### config.mk
export PLATFORM = sky130hd
export DESIGN_NAME = alu_rs
export DESIGN_NICKNAME = d
export VERILOG_FILES = /design/src/rtl/alu_rs.sv
export SDC_FILE = /design/constraint.sdc
export NUM_CORES = 2
export LEC_CHECK = 0
export CAP_MARGIN = 20
export CORE_UTILIZATION = 60
export DETAILED_ROUTE_END_ITERATION = 8
export GPL_TIMING_DRIVEN = 1
export PLACE_DENSITY = 0.76
export SLEW_MARGIN = 15
export SYNTH_ARGS = -nofsm -noshare
export SYNTH_HDL_FRONTEND = slang
export SYNTH_SLANG_ARGS = --single-unit
### constraint.sdc
create_clock -name clk_in -period 3.16 [get_ports clk_in]
set_input_delay 0.316 -clock clk_in [delete_from_list [all_inputs] [get_ports clk_in]]
set_output_delay 0.316 -clock clk_in [all_outputs]
set_load 0.05 [all_outputs]
### src/rtl/alu_rs.sv
// ALU reservation station. Holds dispatched instructions until both operands are
// available, snoops the CDB for results, and issues the lowest-index ready entry each cycle.
module alu_rs #(
  parameter int RS_SIZE = 8,
  parameter int ROB_BIT = 4
) (
  input  logic               clk_in,
  input  logic               rst_in,
  input  logic               rdy_in,
  input  logic               clear,
  input  logic               in_valid,
  input  logic [2:0]         in_op,
  input  logic [6:0]         in_op_type,
  input  logic               in_op_addition,
  input  logic [ROB_BIT-1:0] in_rob_entry,
  input  logic [31:0]        in_vi,
  input  logic [31:0]        in_vj,
  input  logic [ROB_BIT-1:0] in_qi,
  input  logic [ROB_BIT-1:0] in_qj,
  input  logic               in_qi_busy,
  input  logic               in_qj_busy,
  input  logic               cdb_valid,
  input  logic [ROB_BIT-1:0] cdb_rob,
  input  logic [31:0]        cdb_val,
  output logic               full,
  output logic               alu_valid,
  output logic [31:0]        alu_vi,
  output logic [31:0]        alu_vj,
  output logic [2:0]         alu_op,
  output logic [6:0]         alu_op_type,
  output logic               alu_op_addition,
  output logic [ROB_BIT-1:0] alu_rob_entry
);

  localparam int IW = (RS_SIZE > 1) ? $clog2(RS_SIZE) : 1;

  logic [RS_SIZE-1:0] busy_q, busy_d;
  logic [RS_SIZE-1:0] qib_q, qib_d, qjb_q, qjb_d;
  logic [RS_SIZE-1:0] ready;
  logic [2:0]         op_q   [RS_SIZE];
  logic [2:0]         op_d   [RS_SIZE];
  logic [6:0]         typ_q  [RS_SIZE];
  logic [6:0]         typ_d  [RS_SIZE];
  logic               add_q  [RS_SIZE];
  logic               add_d  [RS_SIZE];
  logic [ROB_BIT-1:0] rob_q  [RS_SIZE];
  logic [ROB_BIT-1:0] rob_d  [RS_SIZE];
  logic [31:0]        vi_q   [RS_SIZE];
  logic [31:0]        vi_d   [RS_SIZE];
  logic [31:0]        vj_q   [RS_SIZE];
  logic [31:0]        vj_d   [RS_SIZE];
  logic [ROB_BIT-1:0] qi_q   [RS_SIZE];
  logic [ROB_BIT-1:0] qi_d   [RS_SIZE];
  logic [ROB_BIT-1:0] qj_q   [RS_SIZE];
  logic [ROB_BIT-1:0] qj_d   [RS_SIZE];

  logic               alu_valid_q, alu_valid_d;
  logic [31:0]        alu_vi_q, alu_vi_d, alu_vj_q, alu_vj_d;
  logic [2:0]         alu_op_q, alu_op_d;
  logic [6:0]         alu_typ_q, alu_typ_d;
  logic               alu_add_q, alu_add_d;
  logic [ROB_BIT-1:0] alu_rob_q, alu_rob_d;

  logic               iss_hit;
  logic [IW-1:0]      iss_idx, free_idx;
  logic               byp_i, byp_j;

  function automatic logic tag_hit(input logic wait_bit, input logic [ROB_BIT-1:0] tag,
                                   input logic bcast, input logic [ROB_BIT-1:0] btag);
    return wait_bit && bcast && (tag == btag);
  endfunction

  assign ready = busy_q & ~qib_q & ~qjb_q;
  assign full  = &busy_q;

  // Priority encoders: scanning downward leaves the lowest matching index.
  always_comb begin
    iss_hit  = 1'b0;
    iss_idx  = '0;
    free_idx = '0;
    for (int i = RS_SIZE - 1; i >= 0; i--) begin
      if (ready[i]) begin
        iss_hit = 1'b1;
        iss_idx = IW'(i);
      end
      if (!busy_q[i]) free_idx = IW'(i);
    end
  end

  assign byp_i = tag_hit(in_qi_busy, in_qi, cdb_valid, cdb_rob);
  assign byp_j = tag_hit(in_qj_busy, in_qj, cdb_valid, cdb_rob);

  always_comb begin
    busy_d      = busy_q;
    qib_d       = qib_q;
    qjb_d       = qjb_q;
    op_d        = op_q;
    typ_d       = typ_q;
    add_d       = add_q;
    rob_d       = rob_q;
    vi_d        = vi_q;
    vj_d        = vj_q;
    qi_d        = qi_q;
    qj_d        = qj_q;
    alu_valid_d = alu_valid_q;
    alu_vi_d    = alu_vi_q;
    alu_vj_d    = alu_vj_q;
    alu_op_d    = alu_op_q;
    alu_typ_d   = alu_typ_q;
    alu_add_d   = alu_add_q;
    alu_rob_d   = alu_rob_q;

    if (rdy_in) begin
      if (clear) begin
        busy_d      = '0;
        alu_valid_d = 1'b0;
      end else begin
        for (int i = 0; i < RS_SIZE; i++) begin
          if (busy_q[i] && tag_hit(qib_q[i], qi_q[i], cdb_valid, cdb_rob)) begin
            vi_d[i]  = cdb_val;
            qib_d[i] = 1'b0;
          end
          if (busy_q[i] && tag_hit(qjb_q[i], qj_q[i], cdb_valid, cdb_rob)) begin
            vj_d[i]  = cdb_val;
            qjb_d[i] = 1'b0;
          end
        end

        alu_valid_d = iss_hit;
        if (iss_hit) begin
          alu_vi_d         = vi_q[iss_idx];
          alu_vj_d         = vj_q[iss_idx];
          alu_op_d         = op_q[iss_idx];
          alu_typ_d        = typ_q[iss_idx];
          alu_add_d        = add_q[iss_idx];
          alu_rob_d        = rob_q[iss_idx];
          busy_d[iss_idx]  = 1'b0;
        end

        // The free slot comes from pre-issue state, so a slot vacated this cycle is never refilled.
        if (in_valid && !full) begin
          busy_d[free_idx] = 1'b1;
          op_d[free_idx]   = in_op;
          typ_d[free_idx]  = in_op_type;
          add_d[free_idx]  = in_op_addition;
          rob_d[free_idx]  = in_rob_entry;
          qi_d[free_idx]   = in_qi;
          qj_d[free_idx]   = in_qj;
          vi_d[free_idx]   = byp_i ? cdb_val : in_vi;
          vj_d[free_idx]   = byp_j ? cdb_val : in_vj;
          qib_d[free_idx]  = in_qi_busy && !byp_i;
          qjb_d[free_idx]  = in_qj_busy && !byp_j;
        end
      end
    end
  end

  always_ff @(posedge clk_in or negedge rst_in) begin
    if (!rst_in) begin
      busy_q      <= '0;
      alu_valid_q <= 1'b0;
      alu_vi_q    <= '0;
      alu_vj_q    <= '0;
      alu_op_q    <= '0;
      alu_typ_q   <= '0;
      alu_add_q   <= 1'b0;
      alu_rob_q   <= '0;
    end else begin
      busy_q      <= busy_d;
      alu_valid_q <= alu_valid_d;
      alu_vi_q    <= alu_vi_d;
      alu_vj_q    <= alu_vj_d;
      alu_op_q    <= alu_op_d;
      alu_typ_q   <= alu_typ_d;
      alu_add_q   <= alu_add_d;
      alu_rob_q   <= alu_rob_d;
    end
  end

  // Entry payload is only meaningful under busy, so it carries no reset.
  always_ff @(posedge clk_in) begin
    qib_q <= qib_d;
    qjb_q <= qjb_d;
    op_q  <= op_d;
    typ_q <= typ_d;
    add_q <= add_d;
    rob_q <= rob_d;
    vi_q  <= vi_d;
    vj_q  <= vj_d;
    qi_q  <= qi_d;
    qj_q  <= qj_d;
  end

  assign alu_valid       = alu_valid_q;
  assign alu_vi          = alu_vi_q;
  assign alu_vj          = alu_vj_q;
  assign alu_op          = alu_op_q;
  assign alu_op_type     = alu_typ_q;
  assign alu_op_addition = alu_add_q;
  assign alu_rob_entry   = alu_rob_q;

endmodule

==> run summary <==
After synthesis, the largest area contributor takes up 55.1% of total cell area. The share of total power dissipated in combinational logic is 17.0%. Across every metal layer, demand over resource in global routing totals 41.0%. In this run, post-CTS repair resized a total of 0 instances.

The reg-to-reg setup timing slack came out at 0.03 ns. The later pin in the worst-skew pair is clocked with a latency of 0.64 ns. The tools report the area of the placeable core as 0.0634 mm².

Synthesis produced a netlist with a net count of 3732. The flow ran to the end, and the final reports show no timing, DRC or antenna violations. Of the total power, the share spent switching nets is 28.6%. For this run, asynchronously set or reset flops after synthesis account for 11.0%.

The tools report the category of the worst setup path capture point as a register. Clock skew on the completed layout was measured at 0.0228 ns. Setup slack closes at 0.0255 ns.

The arrival time of data at the critical path endpoint was 3.70 ns; the worst hold-check slack was 0.266 ns. In the final timing run, aggregate negative setup slack is 0 ns. The clock network accounts for 35.9% of the total power.

Max-cap violations in this run came to 0. From bottom edge to top edge, the die measures 256 µm. Counting every instance in the synthesized netlist gives 3601.

The peak clock frequency supported by timing is 0.319 GHz, and the highest net fanout along the worst path is 40. Counting every sink on the clock net gives 800. The power per cell area is 605 mW/mm², and the sequential fraction of design power is 47.1%. The pre-CTS setup slack was -0.0487 ns.

The worst vdd rail ir drop is 0.00101 V, and the multi-input logic area is 0.0135 mm². The tools report the number of slew-limit violations in the final report as 0. Clock-pin slew was measured on the worst setup and hold paths at 0.06 ns.

The tools report the first-pass GRT wire length as 205000 µm. Row generation in the floorplan step produced 92 rows. The critical path goes through nor3b_1 -> nor2_4 -> buf_4 -> nand2_1 -> or3_2 -> buf_12 -> a211oi_1 -> a211o_1. The fraction of the cycle the final worst path needs was 99.2%. The largest net degree at the start of global routing was 78. The tools report the cell chosen for the clock root as sky130_fd_sc_hd__clkbuf_16. The count of nets left with antenna violations after detail routing is 0. The run gives 11 as the number of antenna violations at the first check in global routing.

The logs give 0 for the final hold violation count and 3.73 ns for the endpoint required time on the critical path. The total wire length after detailed routing is 138000 µm. The path class of the lowest-slack min-delay path was in -> async. Register area share after synthesis: 60.8%.

The worst pin sits at a relative slew slack of 23.5%. After detailed routing, the number of vias per cell comes to 7.43. In the final routed layout, each cell accounts on average for 29.9 µm. The area growth from synthesis to layout is 17.0%. The longest clock path from root to sink contains 3 buffers.

The count of vias placed by the detailed router came out at 34218. STA classifies the critical path startpoint as a register. Yosys attributes the largest share of cell area to sky130_fd_sc_hd__edfxtp_1 (55%), sky130_fd_sc_hd__o22ai_1 (9.4%), sky130_fd_sc_hd__nor2_1 (8.5%). Number of top-level design ports: 212. The net switching power was 7.86 mW. The logs give 6636 for the violation count after the first detailed-routing iteration and 0.0657 mm² for the die area. The hold buffer count at CTS is 1, and the number of setup buffers added after CTS is 0. Setup repair after global routing left no endpoint under its margin. The synthesized design contains 800 register bits.

Internal power comes to 19.6 mW. The run gives 0 as the count of synthesis-stage warnings from yosys. The actual slew at the worst max-slew pin came out at 1.15 ns.

Among all flip-flop cells after synthesis, the most frequent one is sky130_fd_sc_hd__edfxtp_1. The biggest area contributor in the post-synthesis netlist is sky130_fd_sc_hd__edfxtp_1. The run gives 0 as the global route total overflow. In this run, synthesis inferred 712 flip-flops with an integrated enable.

By startpoint and endpoint, the worst setup path is classified as reg -> reg. The number of buffers inserted during clock tree synthesis is 83, and the synthesized area per cell is 10.8 µm². In the final layout, flip-flops and latches occupy 0.0236 mm². The layout has 4274 filler cells.

The wire-length estimate of the detail-placed layout is 82000 µm. The synthesized netlist contains 65 unique library cells. Summing all placed instances gives a cell area of 0.0426 mm². For this design, the slowest cell found on the critical path is sky130_fd_sc_hd__buf_4.

The finished cells cover 0.0454 mm². Routability-driven placement finished with a final weighted congestion of 0.945. The total of endpoints with negative setup slack in the final report came out at 0. Ranked by instance count, the synthesized netlist is headed by sky130_fd_sc_hd__nor2_1 (878), sky130_fd_sc_hd__edfxtp_1 (712), sky130_fd_sc_hd__o22ai_1 (583), sky130_fd_sc_hd__clkbuf_1 (196), sky130_fd_sc_hd__a21oi_1 (192). TritonCTS built the clock tree.

The dominant cell by count in the synthesized netlist was sky130_fd_sc_hd__nor2_1. The mapped netlist covers 0.0388 mm². Clock period minus final worst setup slack: 3.13 ns. The logs give 0 for the DRC violations left and 61.1% for the initial core utilization. From left edge to right edge, the die measures 256 µm.

For the via count of the first global-routing pass, the log shows 33647. After the last flow step, the layout net total stands at 3810. The quantity of I/O buffers inserted on ports is 211. The post-route netlist has 10.0% of its cells at a drive strength greater than 1.

Before antenna repair, the detailed router went through 7 iterations. The largest stage delay on the critical path was 0.57 ns; the count of H-tree levels built during CTS was 3. The cell leakage power is 16.4 nW.
-- final cells by class --
type | count | area share, %
flip-flops and latches | 800 | 52.0
multi-input cells | 2362 | 29.7
repair buffers | 390 | 9.63
clock buffers | 132 | 5.59
well taps | 846 | 2.33
clock inverters | 22 | 0.383
inverters | 42 | 0.356
diodes | 9 | 0.0496
-- layer usage --
| metal | wire length [µm] | track usage [%] | share of wire (%) |
|---|---|---|---|
| met1 | 46400 | 54.2 | 34 |
| met2 | 62000 | 62.7 | 45 |
| met3 | 21500 | 10.1 | 16 |
| met4 | 7750 | 22.0 | 5.6 |
| met5 | 35 | 0 | 0.025 |
-- logic make-up (layout without fill, tap and decap cells) --
| group | after synthesis | count (layout) | share of synthesized area [%] |
|---|---|---|---|
| AO/OA/AOI/OAI | 1235 | 1235 | 21.4 |
| XOR/XNOR | 69 | 69 | 1.56 |
| buffers and inverters | 439 | 586 | 5.00 |
| flip-flops | 800 | 800 | 60.8 |
| other | 0 | 9 | 0 |
| AND/OR/NAND/NOR | 1058 | 1058 | 11.2 |
-- layout by cell type (no fill, tap or decap), types with 48 or more instances in the layout --
cell type and n:
sky130_fd_sc_hd__buf_12 73, sky130_fd_sc_hd__a21oi_1 188, sky130_fd_sc_hd__a221oi_1 90, sky130_fd_sc_hd__o22ai_1 583, sky130_fd_sc_hd__a22oi_1 112, sky130_fd_sc_hd__nor2_1 868
sky130_fd_sc_hd__clkdlybuf4s50_1 210, sky130_fd_sc_hd__a211oi_1 54, sky130_fd_sc_hd__dfrtp_1 88, sky130_fd_sc_hd__buf_4 106, sky130_fd_sc_hd__edfxtp_1 712, sky130_fd_sc_hd__o21ai_0 48
sky130_fd_sc_hd__xor2_1 51, sky130_fd_sc_hd__clkbuf_16 87
-- power by group through the flow --
stage | logic, mW | clock network [mW] | registers, mW
6_report | 4.68 | 9.85 | 12.9
2_1_floorplan | 1.37 | 0 | 14.5
3_5_place_dp | 4.60 | 0 | 13.1
5_1_grt | 4.86 | 10.2 | 13.0
4_1_cts | 4.63 | 9.82 | 12.9
3_3_place_gp | 4.51 | 0 | 13.1
-- sequential cells by signal (all words and copies together) (netlist names), 24 cells and up --
signal	cells
alu_vi	32
alu_vj	32
op_q	24
qi_q	32
qj_q	32
rob_q	32
typ_q	56
vi_q	256
vj_q	256
-- path summary, 6_finish.rpt --
kind / startpoint / endpoint / cells past startpoint
setup / recovery: busy_q[1] / alu_vj[16] / 8
hold / removal: rst_in / alu_vi[12] / 2
setup reg to reg: busy_q[1] / alu_vj[16] / 8
hold reg to reg: alu_vi[10] / alu_vi[10] / 1
max in group asynchronous: rst_in / alu_op_type[1] / 3
min in group clk_in: in_op_type[0] / typ_q[28] / 1
-- metrics by stage --
stage	total power, mW	instances	utilization, %
final	27.5	4603	71.5
after global routing	28.0	4602	71.5
after CTS	27.3	4594	71.5
after detailed placement	17.7	4439	67.2
after global placement	17.6	4439	67.2
after floorplan	15.9	3601	-
-- critical path: cells and delay by family, from the launching register on --
kind / cells / cell delay (ns)
compound gates: 2 / 0.63
buf+inv: 2 / 0.79
flops: 1 / 0.41
simple gates: 4 / 1.22
Note: power is estimated with default switching activity, not from simulation.
